==> src/rtl/sseg_scan_decoder.sv <==
// Purpose: sample a scanned an/sseg/dp display bus, debounce each digit phase, decode it to a hex nibble and reassemble 16-bit frames.
// Latency: 2 sync + SETTLE + 1 accept + 1 frame cycles after the bus settles on the last new digit.
// Backpressure: none; this is a passive monitor, and frame_valid is a pulse that cannot be stalled.
// Optional: define SSEG_DP_CAPTURE_EN to latch the per-digit decimal points onto dp_out; otherwise dp_out is 0.
module sseg_scan_decoder #(
    parameter int SETTLE    = 4,
    parameter int TIMEOUT   = 1000000,
    parameter int TIMEOUT_W = 24
) (
    input  logic        CLK,
    input  logic        RESET,
    input  logic [3:0]  an,
    input  logic [6:0]  sseg,
    input  logic        dp,
    output logic [15:0] value,
    output logic        frame_valid,
    output logic        frame_err,
    output logic        stale,
    output logic [3:0]  dp_out
);

    typedef enum logic [1:0] {S_WAIT, S_ACCEPT, S_HOLD} state_t;

    localparam logic [3:0]           SETTLE_C = 4'(SETTLE);
    localparam logic [TIMEOUT_W-1:0] TO_MAX   = TIMEOUT_W'(TIMEOUT);
    localparam logic [TIMEOUT_W-1:0] TO_ONE   = TIMEOUT_W'(1);

    // Bit 4 flags a pattern that is not one of the sixteen hex glyphs.
    function automatic logic [4:0] decode(input logic [6:0] p);
        case (p)
            7'b1000000: decode = 5'h00;
            7'b1111001: decode = 5'h01;
            7'b0100100: decode = 5'h02;
            7'b0110000: decode = 5'h03;
            7'b0011001: decode = 5'h04;
            7'b0010010: decode = 5'h05;
            7'b0000010: decode = 5'h06;
            7'b1111000: decode = 5'h07;
            7'b0000000: decode = 5'h08;
            7'b0010000: decode = 5'h09;
            7'b0001000: decode = 5'h0A;
            7'b0000011: decode = 5'h0B;
            7'b1000110: decode = 5'h0C;
            7'b0100001: decode = 5'h0D;
            7'b0000110: decode = 5'h0E;
            7'b0001110: decode = 5'h0F;
            default:    decode = 5'h10;
        endcase
    endfunction

    logic [3:0]           an_meta_q, an_sync_q, an_prev_q;
    logic [6:0]           sseg_meta_q, sseg_sync_q, sseg_prev_q;
    state_t               state_q, state_d;
    logic [3:0]           cnt_q, cnt_d;
    logic [3:0][3:0]      slot_q, slot_d;
    logic [3:0]           mask_q, mask_d;
    logic                 err_acc_q, err_acc_d;
    logic [TIMEOUT_W-1:0] to_q, to_d;
    logic [15:0]          value_q, value_d;
    logic                 frame_valid_q, frame_valid_d;
    logic                 frame_err_q, frame_err_d;
    logic                 stale_q, stale_d;

    logic                 sample_chg, an_legal, accept, frame, timeout_hit;
    logic [1:0]           slot_idx;
    logic [4:0]           dec;

    // Two-flop synchronizers for the asynchronous display bus.
    always_ff @(posedge CLK or negedge RESET) begin
        if (!RESET) begin
            an_meta_q   <= '0;
            an_sync_q   <= '0;
            sseg_meta_q <= '0;
            sseg_sync_q <= '0;
        end else begin
            an_meta_q   <= an;
            an_sync_q   <= an_meta_q;
            sseg_meta_q <= sseg;
            sseg_sync_q <= sseg_meta_q;
        end
    end

    // Stability counting, digit FSM, slot assembly, frame completion and timeout.
    always_comb begin
        sample_chg  = (an_sync_q != an_prev_q) || (sseg_sync_q != sseg_prev_q);
        an_legal    = (an_sync_q == 4'b1110) || (an_sync_q == 4'b1101) ||
                      (an_sync_q == 4'b1011) || (an_sync_q == 4'b0111);
        accept      = (state_q == S_ACCEPT);
        frame       = (mask_q == 4'b1111);
        timeout_hit = (to_q == TO_MAX);
        // an_prev_q/sseg_prev_q hold the sample that satisfied the settle count.
        dec         = decode(sseg_prev_q);
        case (an_prev_q)
            4'b1101: slot_idx = 2'd1;
            4'b1011: slot_idx = 2'd2;
            4'b0111: slot_idx = 2'd3;
            default: slot_idx = 2'd0;
        endcase

        if (sample_chg)              cnt_d = 4'd1;
        else if (cnt_q >= SETTLE_C)  cnt_d = SETTLE_C;
        else                         cnt_d = cnt_q + 4'd1;

        state_d = state_q;
        case (state_q)
            S_WAIT:   if (cnt_d == SETTLE_C && an_legal) state_d = S_ACCEPT;
            S_ACCEPT: state_d = sample_chg ? S_WAIT : S_HOLD;
            S_HOLD:   if (sample_chg) state_d = S_WAIT;
            default:  state_d = S_WAIT;
        endcase

        slot_d    = slot_q;
        mask_d    = mask_q;
        err_acc_d = err_acc_q;
        if (frame || timeout_hit) begin
            mask_d    = '0;
            err_acc_d = 1'b0;
        end
        // An accept wins over a timeout clear so the first digit after a stale period is kept.
        if (accept) begin
            slot_d[slot_idx] = dec[3:0];
            mask_d           = mask_d | (4'b0001 << slot_idx);
            err_acc_d        = err_acc_d | dec[4];
        end

        if (accept)           to_d = '0;
        else if (timeout_hit) to_d = to_q;
        else                  to_d = to_q + TO_ONE;

        if (accept)           stale_d = 1'b0;
        else if (timeout_hit) stale_d = 1'b1;
        else                  stale_d = stale_q;

        value_d       = frame ? slot_q : value_q;
        frame_err_d   = frame ? err_acc_q : frame_err_q;
        frame_valid_d = frame;
    end

    // Register FSM and datapath state.
    always_ff @(posedge CLK or negedge RESET) begin
        if (!RESET) begin
            an_prev_q     <= '0;
            sseg_prev_q   <= '0;
            state_q       <= S_WAIT;
            cnt_q         <= '0;
            slot_q        <= '0;
            mask_q        <= '0;
            err_acc_q     <= 1'b0;
            to_q          <= '0;
            value_q       <= '0;
            frame_valid_q <= 1'b0;
            frame_err_q   <= 1'b0;
            stale_q       <= 1'b0;
        end else begin
            an_prev_q     <= an_sync_q;
            sseg_prev_q   <= sseg_sync_q;
            state_q       <= state_d;
            cnt_q         <= cnt_d;
            slot_q        <= slot_d;
            mask_q        <= mask_d;
            err_acc_q     <= err_acc_d;
            to_q          <= to_d;
            value_q       <= value_d;
            frame_valid_q <= frame_valid_d;
            frame_err_q   <= frame_err_d;
            stale_q       <= stale_d;
        end
    end

    assign value       = value_q;
    assign frame_valid = frame_valid_q;
    assign frame_err   = frame_err_q;
    assign stale       = stale_q;

`ifdef SSEG_DP_CAPTURE_EN
    logic       dp_meta_q, dp_sync_q, dp_prev_q;
    logic [3:0] dp_slot_q, dp_slot_d;
    logic [3:0] dp_out_q, dp_out_d;

    // Per-slot decimal point capture, published together with the frame.
    always_comb begin
        dp_slot_d = dp_slot_q;
        if (accept) dp_slot_d[slot_idx] = ~dp_prev_q;
        dp_out_d = frame ? dp_slot_q : dp_out_q;
    end

    // Synchronize dp alongside the bus and register captured points.
    always_ff @(posedge CLK or negedge RESET) begin
        if (!RESET) begin
            dp_meta_q <= 1'b0;
            dp_sync_q <= 1'b0;
            dp_prev_q <= 1'b0;
            dp_slot_q <= '0;
            dp_out_q  <= '0;
        end else begin
            dp_meta_q <= dp;
            dp_sync_q <= dp_meta_q;
            dp_prev_q <= dp_sync_q;
            dp_slot_q <= dp_slot_d;
            dp_out_q  <= dp_out_d;
        end
    end

    assign dp_out = dp_out_q;
`else
    logic unused_dp;
    assign unused_dp = dp;
    assign dp_out    = 4'b0000;
`endif

endmodule

==> config.mk <==
export PLATFORM = sky130hd
export DESIGN_NAME = sseg_scan_decoder
export DESIGN_NICKNAME = d
export VERILOG_FILES = /design/src/rtl/sseg_scan_decoder.sv
export SDC_FILE = /design/constraint.sdc
export NUM_CORES = 1
export LEC_CHECK = 0
export ABC_AREA = 1
export BUFFER_PORTS_ARGS = -buffer_cell sky130_fd_sc_hd__buf_2
export CAP_MARGIN = 20
export CORE_UTILIZATION = 54
export CTS_BUF_LIST = sky130_fd_sc_hd__clkbuf_8
export CTS_CLUSTER_DIAMETER = 30
export DETAILED_ROUTE_END_ITERATION = 7
export PLACE_DENSITY = 0.73
export SETUP_SLACK_MARGIN = 0.02
export SYNTH_ARGS = -nofsm -noshare
export SYNTH_HDL_FRONTEND = slang
export SYNTH_SLANG_ARGS = --single-unit
==> constraint.sdc <==
create_clock -name CLK -period 3.4 [get_ports CLK]
set_input_delay 0.34 -clock CLK [delete_from_list [all_inputs] [get_ports CLK]]
set_output_delay 0.34 -clock CLK [all_outputs]
set_load 0.01 [all_outputs]
### Word-level counts from Yosys, hierarchy flattened

Cells that the tools add are included.
W data, S select, Z words.

| operators by class | value |
|---|---|
| magnitude comparators | 3 |
| bitwise logic cells | 2 |
| $add $sub $neg | 2 |
| shifts and indexed selects | 1 |
| reduce and logical (&&, ||, !) cells | 11 |
| multiplexer cells | 19 |
| equal/unequal tests | 32 |

Operator list:

| cell | count |
|---|---|
| $pmux W5 S16 | 1 |
| $mux W24 | 2 |
| $eq A7 B7 Y1 const B | 4 |
| $add A24 B1 Y24 const B | 1 |
| $eq A24 B20 Y1 const B | 1 |
| $eq A4 B4 Y1 const B | 6 |
| $eq A7 B5 Y1 const B | 3 |
| $eq A7 B6 Y1 const B | 3 |
| $mux W4 | 5 |
| $bwmux W16 | 1 |
| $eq A7 B2 Y1 const B | 2 |
| $eq A7 B4 Y1 const B | 2 |
| $eq A4 B3 Y1 const B | 3 |
| $pmux W2 S3 | 2 |
| $demux W4 S2 | 1 |
| $eq A7 B3 Y1 const B | 1 |
| $logic_not A7 Y1 | 1 |
| $ne A7 B7 Y1 | 1 |
| $mux W2 | 3 |
| $ne A2 B2 Y1 const B | 3 |
| $logic_or A1 B1 Y1 | 5 |
| $add A4 B1 Y4 const B | 1 |
| $ge A4 B3 Y1 const B | 1 |
| $mux W1 | 4 |
| other kinds (12) | 13 |

| word-level totals | value |
|---|---|
| bits in registers | 103 |

### Logic depth before layout (Yosys ltp)

Gate-level depths: netlist (run 1).

| depth | value |
|---|---|
| depth in word-level cells | 7 |
| mapped depth | 10 |

### Least setup slack after synthesis (run 1)

No wires, ideal clock.

| timing path | value |
|---|---|
| kind | flip-flop to flip-flop |
| start point | register to_q[0] |
| end point | register to_q[22] |
| required time | 3.283 ns |
| data arrival time | 1.154 ns |
| stages on the path, launching flop included | 9 |
| buffers on the path | 0 |
| path slack | 2.130 ns |
| cells stage by stage | dfrtp_1 > ha_1 > nand2_1 > nor2_4 > nand4_2 > inv_2 > nand2_2 > nor2_1 > nor2_1 |

| on the way | value |
|---|---|
| longest elaborated chain between the ends | 3 |

Ends and longest elaborated chain:

| element | RTL line | source |
|---|---|---|
| from (decl) | 58 | `logic [TIMEOUT_W-1:0] to_q, to_d;` |
| from (signal assigned) | 162 | `to_q <= to_d;` |
| $add A24 B1 Y24 | 128 | `else to_d = to_q + TO_ONE;` |
| $mux W24 | 127 | `else if (timeout_hit) to_d = to_q;` |
| $mux W24 | 126 | `if (accept) to_d = '0;` |

Several ways; a longest one is shown, not always the timed one. The select of a mux whose other input is x is not followed.
A chain may end at the register's enable or synchronous reset.

### Worst setup path in the final report (run 1)

| timing path | value |
|---|---|
| start point | register mask_q[3] |
| end point | register value_q[5] (netlist: value[5]) |

| on the way | value |
|---|---|
| longest elaborated chain between the ends | 1 |

Ends and longest elaborated chain:

| element | RTL line | source |
|---|---|---|
| from (decl) | 56 | `logic [3:0] mask_q, mask_d;` |
| from (signal assigned) | 160 | `mask_q <= mask_d;` |
| $eq A4 B4 Y1 | 89 | `frame = (mask_q == 4'b1111);` |
| to (signal assigned) | 163 | `value_q <= value_d;` |
| to (decl) | 59 | `logic [15:0] value_q, value_d;` |

No other way between the ends.

==> summary.txt, run 1 <==
Critical path
  – Startpoint Class: flop
  – Critical Path AT: 2360 ps
  – Req. time, crit path: 3660 ps
  – Crit. End Element: flop
  – Max FO, Critical Path: 23
  – Setup CP Type: reg2reg

Global routing
  – Met1 global-route usage: 27.46%
  – Total gr overflow: 0
  – Grt peak-use layer: met2
  – M2 GR Usage: 30.90%
  – Largest net degree at the start of global routing: 85
  – Total Routing Usage GR: 20.31%
  – Global-route wire length before repair: 13.68 mm
  – GR Util met3: 4.854%
  – Number of global-route vias before repair: 3,067
  – Initial antenna violation count: 0

Drt
  – DR DRC count: 2
  – DR pass1 iterations: 6
  – Final wirelength: 7.960 mm
  – Iter 0 DRT Violations: 182
  – Vias/cell: 4.935
  – DRT antenna net count: 0
  – Avg WL per Cell: 11.69 um
  – Routed via count: 3,361

Floorplanning
  – Die area: 8796 um^2
  – Initial Utilization: 55.65%
  – Cell Rows: 33
  – Die Wd: 93.79 um
  – Die H: 93.79 um
  – # IOs: 37
  – Core ar.: 8175 um^2

Run
  – Max-capacitance violation count: 0

Finish
  – Final #Nets: 588
  – Cell area after layout: 5032 um^2
  – Final core occ: 61.55%
  – Area delta synth->final: 10.62%
  – Number of diodes: 0
  – Share of cells above drive strength 1: 14.93%

Logic synthesis
  – Most frequently used flop master after synthesis: dfrtp_1
  – Ys Warns: 0
  – Synthesized area per cell: 8.551 um^2
  – Synth Cell Area: 4549 um^2
  – Distinct cells, synth: 34
  – Post-synth top cells: 176 x nand2_1, 103 x dfrtp_1, 66 x nor2_1
  – Synth top area cells: dfrtp_1 57%, nand2_1 15%, nor2_1 5.4%
  – Cell count after synthesis: 532
  – Post-synth EDFFs: 0
  – Post-synth ARST share: 100.0%
  – Largest area contributor in the netlist: dfrtp_1
  – Cell with the most instances after synthesis: nand2_1
  – Top cell type's share of synthesized area: 56.66%
  – Seq/Total Area, Yosys: 56.66%
  – Yosys reg bits: 103

STA
  – Final setup viols: 0
  – Worst-case clock skew: 11.98 ps
  – Final hold vios: 0
  – Slew margin rel.: 39.44%
  – RSZ-0062 raised after global routing: false
  – Final min period: 2099 ps
  – Worst-Margin Slew: 905.7 ps
  – Hold WS: 63.85 ps
  – Tcrit/Tclk final: 61.74%
  – Post-route setup TNS: 0 ps
  – PnR worst setup slack: 1301 ps
  – Slew Viols, Final: 0
  – F_max: 0.4764 GHz

Outcome
  – Outcome: finished, violations left
  – Failing checks: DRC

Power
  – PwrDens: 422.7 nW/um^2
  – Pleak: 0.002657 uW
  – Max rail drop VDD: 0.0002722 V

Clock network
  – Resize count post-CTS: 0
  – Clk sink count: 103
  – Max clock buf depth: 2
  – Root buffer cell: clkbuf_8
  – Clock Latency Late Sink: 370 ps
  – Reg clk slew, reported paths: 100 ps
  – Hold buffers post-CTS: 0
  – Cts bufs inserted: 9
  – CTS HTree Levels: 3
  – CTS tree: built
  – Post-CTS Setup Bufs: 0

Hold path
  – Hold Path Class: in2reg

Place
  – Dpl cell area: 4793 um^2
  – PortBufs: 31
  – Final HPWL from detailed placement: 5.518 mm
  – DP Worst Slack: 1331 ps
  – Routability Congestion: 0.8350
==> placed cells by master (no fill, tap or decap), types with 2 or more instances in the layout <==
| cell type | n |
|---|---|
| nand3_1 | 32 |
| nand2_1 | 176 |
| nor3_1 | 11 |
| inv_2 | 10 |
| buf_4 | 4 |
| inv_6 | 3 |
| nand2_4 | 2 |
| clkbuf_8 | 9 |
| o21ai_1 | 11 |
| nand4_1 | 12 |
| xor2_1 | 4 |
| nor2_2 | 9 |
| o21ai_0 | 7 |
| a21oi_1 | 13 |
| inv_1 | 36 |
| xnor2_1 | 5 |
| clkinv_1 | 3 |
| ha_1 | 3 |
| nor2_4 | 3 |
| conb_1 | 5 |
| buf_2 | 30 |
| nand2_2 | 3 |
| clkinv_2 | 3 |
| nor2_1 | 66 |
| dfrtp_1 | 103 |
==> cells by family after synthesis <==
| logic type | Yosys count | share of synthesized area [%] |
|---|---|---|
| other | 1 | 0.08243 |
| flip-flops | 103 | 56.66 |
| adder cells (fa/ha/maj) | 3 | 0.8252 |
| AND/OR/NAND/NOR | 322 | 31.22 |
| AO/OA/AOI/OAI | 31 | 3.410 |
| buffers and inverters | 63 | 6.078 |
| XOR/XNOR | 9 | 1.733 |
==> flip-flops by register name (all words and copies together) (netlist names) <==
| signal | flops |
|---|---|
| value | 16 |
| an_meta_q | 4 |
| slot_q | 16 |
| sseg_prev_q | 7 |
| sseg_meta_q | 7 |
| sseg_sync_q | 7 |
| stale | 1 |
| an_sync_q | 4 |
| cnt_q | 4 |
| state_q | 2 |
| mask_q | 4 |
| err_acc_q | 1 |
| to_q | 24 |
| an_prev_q | 4 |
| frame_valid | 1 |
| frame_err | 1 |
==> power by group <==
group | switching (uW) | total, uW | internal [uW] | leakage, uW
combinational | 55.7 | 83.0 | 27.4 | 0.00122
clock | 434 | 782 | 348 | 0.000101
sequential | 17.4 | 1260 | 1240 | 0.00134
==> worst paths after layout <==
kind	from	end	slack (ps)	cells past startpoint
max reg2reg	mask_q[3]	value[5]	1300	4
max in group asynchronous	RESET	to_q[18]	2160	4
max	mask_q[3]	value[5]	1300	4
min in group asynchronous	RESET	frame_valid	420	2
min	sseg[1]	sseg_meta_q[1]	60	1
min reg2reg	sseg_meta_q[2]	sseg_sync_q[2]	360	0
==> cell type report <==
| class | count | area (um^2) |
|---|---|---|
| Clock inverter | 7 | 77.57 |
| Inverter | 51 | 193.9 |
| Timing Repair Buffer | 36 | 217.7 |
| Clock buffer | 9 | 123.9 |
| Multi-Input combinational cell | 370 | 1710 |
| Fill cell | 722 | 3143 |
| Tap cell | 105 | 131.4 |
| Sequential cell | 103 | 2577 |
==> through the flow <==
stage,total power [uW],std cells
6_report,2127,681
5_1_grt,2210,681
4_1_cts,2141,679
3_5_place_dp,1367,663
3_3_place_gp,1364,663
2_1_floorplan,1327,536
==> metal layers <==
layer  vias up  routed length, um
li1       1743                  -
met1      1538               3926
met2        65               3571
met3        15                288
met4         0                174
met5         -                  0
==> worst max-delay path: stages, from the launching register on <==
cell	delay, ps
dfrtp_1	390
nand4_1	640
clkinv_1	680
nand2_1	200
nand2_1	80
Note: power is estimated with default switching activity, not from simulation.
==> run 2: changes to the inputs <==
==> constraint.sdc (replaced) <==
create_clock -name CLK -period 2.1 [get_ports CLK]
set_input_delay 0.21 -clock CLK [delete_from_list [all_inputs] [get_ports CLK]]
set_output_delay 0.21 -clock CLK [all_outputs]
set_load 0.01 [all_outputs]
==> run 2 against run 1 <==
  * The run still ends with DRC left
  * Sequential power grew 62%
  * Total power grew 63%
  * Combinational power grew 80%
  * Fmax grew 31%
  * Wire length grew 3.5%
  * Sequential share of layout area shrank 1.2 points
  * Clock power grew 61%
  * Highest routed layer unchanged
==> summary.txt, run 2 (synthesized netlist as in run 1, its figures left out) <==
Outcome
  – Outcome: finished, violations left
  – Failing checks: DRC

Place
  – PortBufs: 31
  – Final HPWL from detailed placement: 5.850 mm
  – Routability Congestion: 0.8328

STA
  – F_max: 0.6246 GHz
  – Post-route setup TNS: 0 ps
  – Worst-case clock skew: 19.09 ps
  – Hold WS: 356.1 ps
  – RSZ-0062 raised after global routing: false
  – Final hold vios: 0
  – Slew Viols, Final: 0
  – Slew margin rel.: 59.98%
  – Tcrit/Tclk final: 76.24%
  – Final min period: 1601 ps
  – Worst-Margin Slew: 600.3 ps
  – Final setup viols: 0

Critical path
  – Reg2reg start: state_q[0]
  – R2R setup slack: 500 ps
  – R2R depth: 7
  – CP max stage cell: dfrtp_1
  – Req. time, crit path: 2370 ps
  – Critical Path Most Common Cell: nand2_1
  – Crit. End Element: flop
  – Critical-path cell list: inv_1 > or2_1 > clkinv_2 > nand4_4 > clkinv_1 > nand2_1 > nand2_1
  – Setup CP Type: reg2reg
  – Crit path largest cell delay: 400 ps
  – Reg-to-reg critical path endpoint: slot_q[0]
  – Critical Path AT: 1870 ps
  – Startpoint Class: flop
  – Max FO, Critical Path: 10
  – Worst setup startpoint: state_q[0]

Clock network
  – Root buffer cell: clkbuf_8
  – Resize count post-CTS: 0
  – Clock Latency Late Sink: 380 ps
  – CTS HTree Levels: 3
  – CTS tree: built
  – Post-CTS Setup Bufs: 0
  – Max clock buf depth: 2
  – Cts bufs inserted: 9
  – Reg clk slew, reported paths: 110 ps
  – Clk sink count: 103

Drt
  – DR DRC count: 2
  – DRT antenna net count: 0
  – DR pass1 iterations: 6
  – Final wirelength: 8.239 mm
  – Vias/cell: 4.988
  – Iter 0 DRT Violations: 172
  – Avg WL per Cell: 11.89 um
  – Routed via count: 3,457

Floorplanning
  – Initial Utilization: 55.65%
  – Die H: 93.79 um
  – Die area: 8796 um^2
  – Cell Rows: 33
  – Core ar.: 8175 um^2
  – Die Wd: 93.79 um
  – # IOs: 37

Hold path
  – Worst hold start: an_meta_q[2]
  – Worst Hold Path EP: an_sync_q[2]
  – Hold depth: 0
  – Hold Path Class: reg2reg

Run
  – Max-capacitance violation count: 0

Global routing
  – Largest net degree at the start of global routing: 50
  – Number of global-route vias before repair: 3,333
  – Total gr overflow: 0
  – Initial antenna violation count: 0
  – Total Routing Usage GR: 21.40%
  – Global-route wire length before repair: 14.66 mm

Finish
  – Final #Nets: 600
  – Share of cells above drive strength 1: 14.80%
  – Most flop-heavy register: to_q
  – Number of diodes: 0
  – Multi-input gate area: 1710 um^2
  – Commonest non-fill, non-tap cell in the layout: nand2_1
  – Sequential standard cell area: 2577 um^2
  – Area delta synth->final: 13.17%
  – Largest register FFs: 24
  – Most frequent cells in the layout: 176 x nand2_1, 103 x dfrtp_1, 66 x nor2_1
  – Fill cells: 729

Power
  – PwrDens: 671.5 nW/um^2
  – Max rail drop VDD: 0.0003999 V
  – Pleak: 0.002709 uW
## run 2: cell types whose count changed in the layout (fill, tap and decap cells not counted), sizes merged
cell,change
inv,+2
dlygate4sd3,+11
buf,+1
clkinvlp,-1
bufinv,-1
## run 2: worst max path at each step
stage / endpoint / slack [ps] / cells past startpoint
CTS: slot_q[0] / 480 / 7
global placement: slot_q[0] / 550 / 7
finish: slot_q[0] / 500 / 7
global route: slot_q[0] / 370 / 7
detailed placement: slot_q[0] / 510 / 7
floorplan: to_q[22] / 830 / 8
## run 2: worst max-delay path, delay by kind of cell, from the launching register on
| family | cells | cell delay (ps) |
|---|---|---|
| and+or+nand+nor | 4 | 660 |
| buffers and inverters | 3 | 440 |
| DFF | 1 | 400 |
## run 2: report_power, final
group | switching [uW] | leakage [uW] | internal, uW
Clock | 779 | 0.000106 | 485
Combinational | 93.4 | 0.00126 | 56.0
Sequential | 28.2 | 0.00134 | 2020
## run 2: stage by stage
step	cells	area (um^2)	utilization, %	worst slack [ps]	power, uW
finish	693	5149	62.98	498.9	3457
global route	693	5149	62.98	366.0	3591
CTS	693	5149	62.98	475.8	3497
detailed placement	665	4821	58.97	510.7	2218
global placement	665	4821	58.97	547.9	2214
floorplan	536	4564	-	829.6	2148
## run 2: timing repair
item / in CTS / in global routing
hold endpoints to repair: 57 / 0
setup endpoints to repair: 0 / 0
hold buffers: 12 / 0
## run 2: final cells by class
| class | instances | area share (%) |
|---|---|---|
| sequential | 103 | 50.06 |
| multi-input combinational | 370 | 33.22 |
| timing repair buffer | 48 | 6.367 |
| inverter | 51 | 3.767 |
| tap | 105 | 2.552 |
| clock buffer | 9 | 2.406 |
| clock inverter | 7 | 1.628 |
## run 2: layer usage
layer / GRT usage [%] / wire length [um]
met5: 0 / 0
met4: 8.590 / 146
met3: 3.398 / 233
met2: 35.22 / 3915
met1: 28.33 / 3943
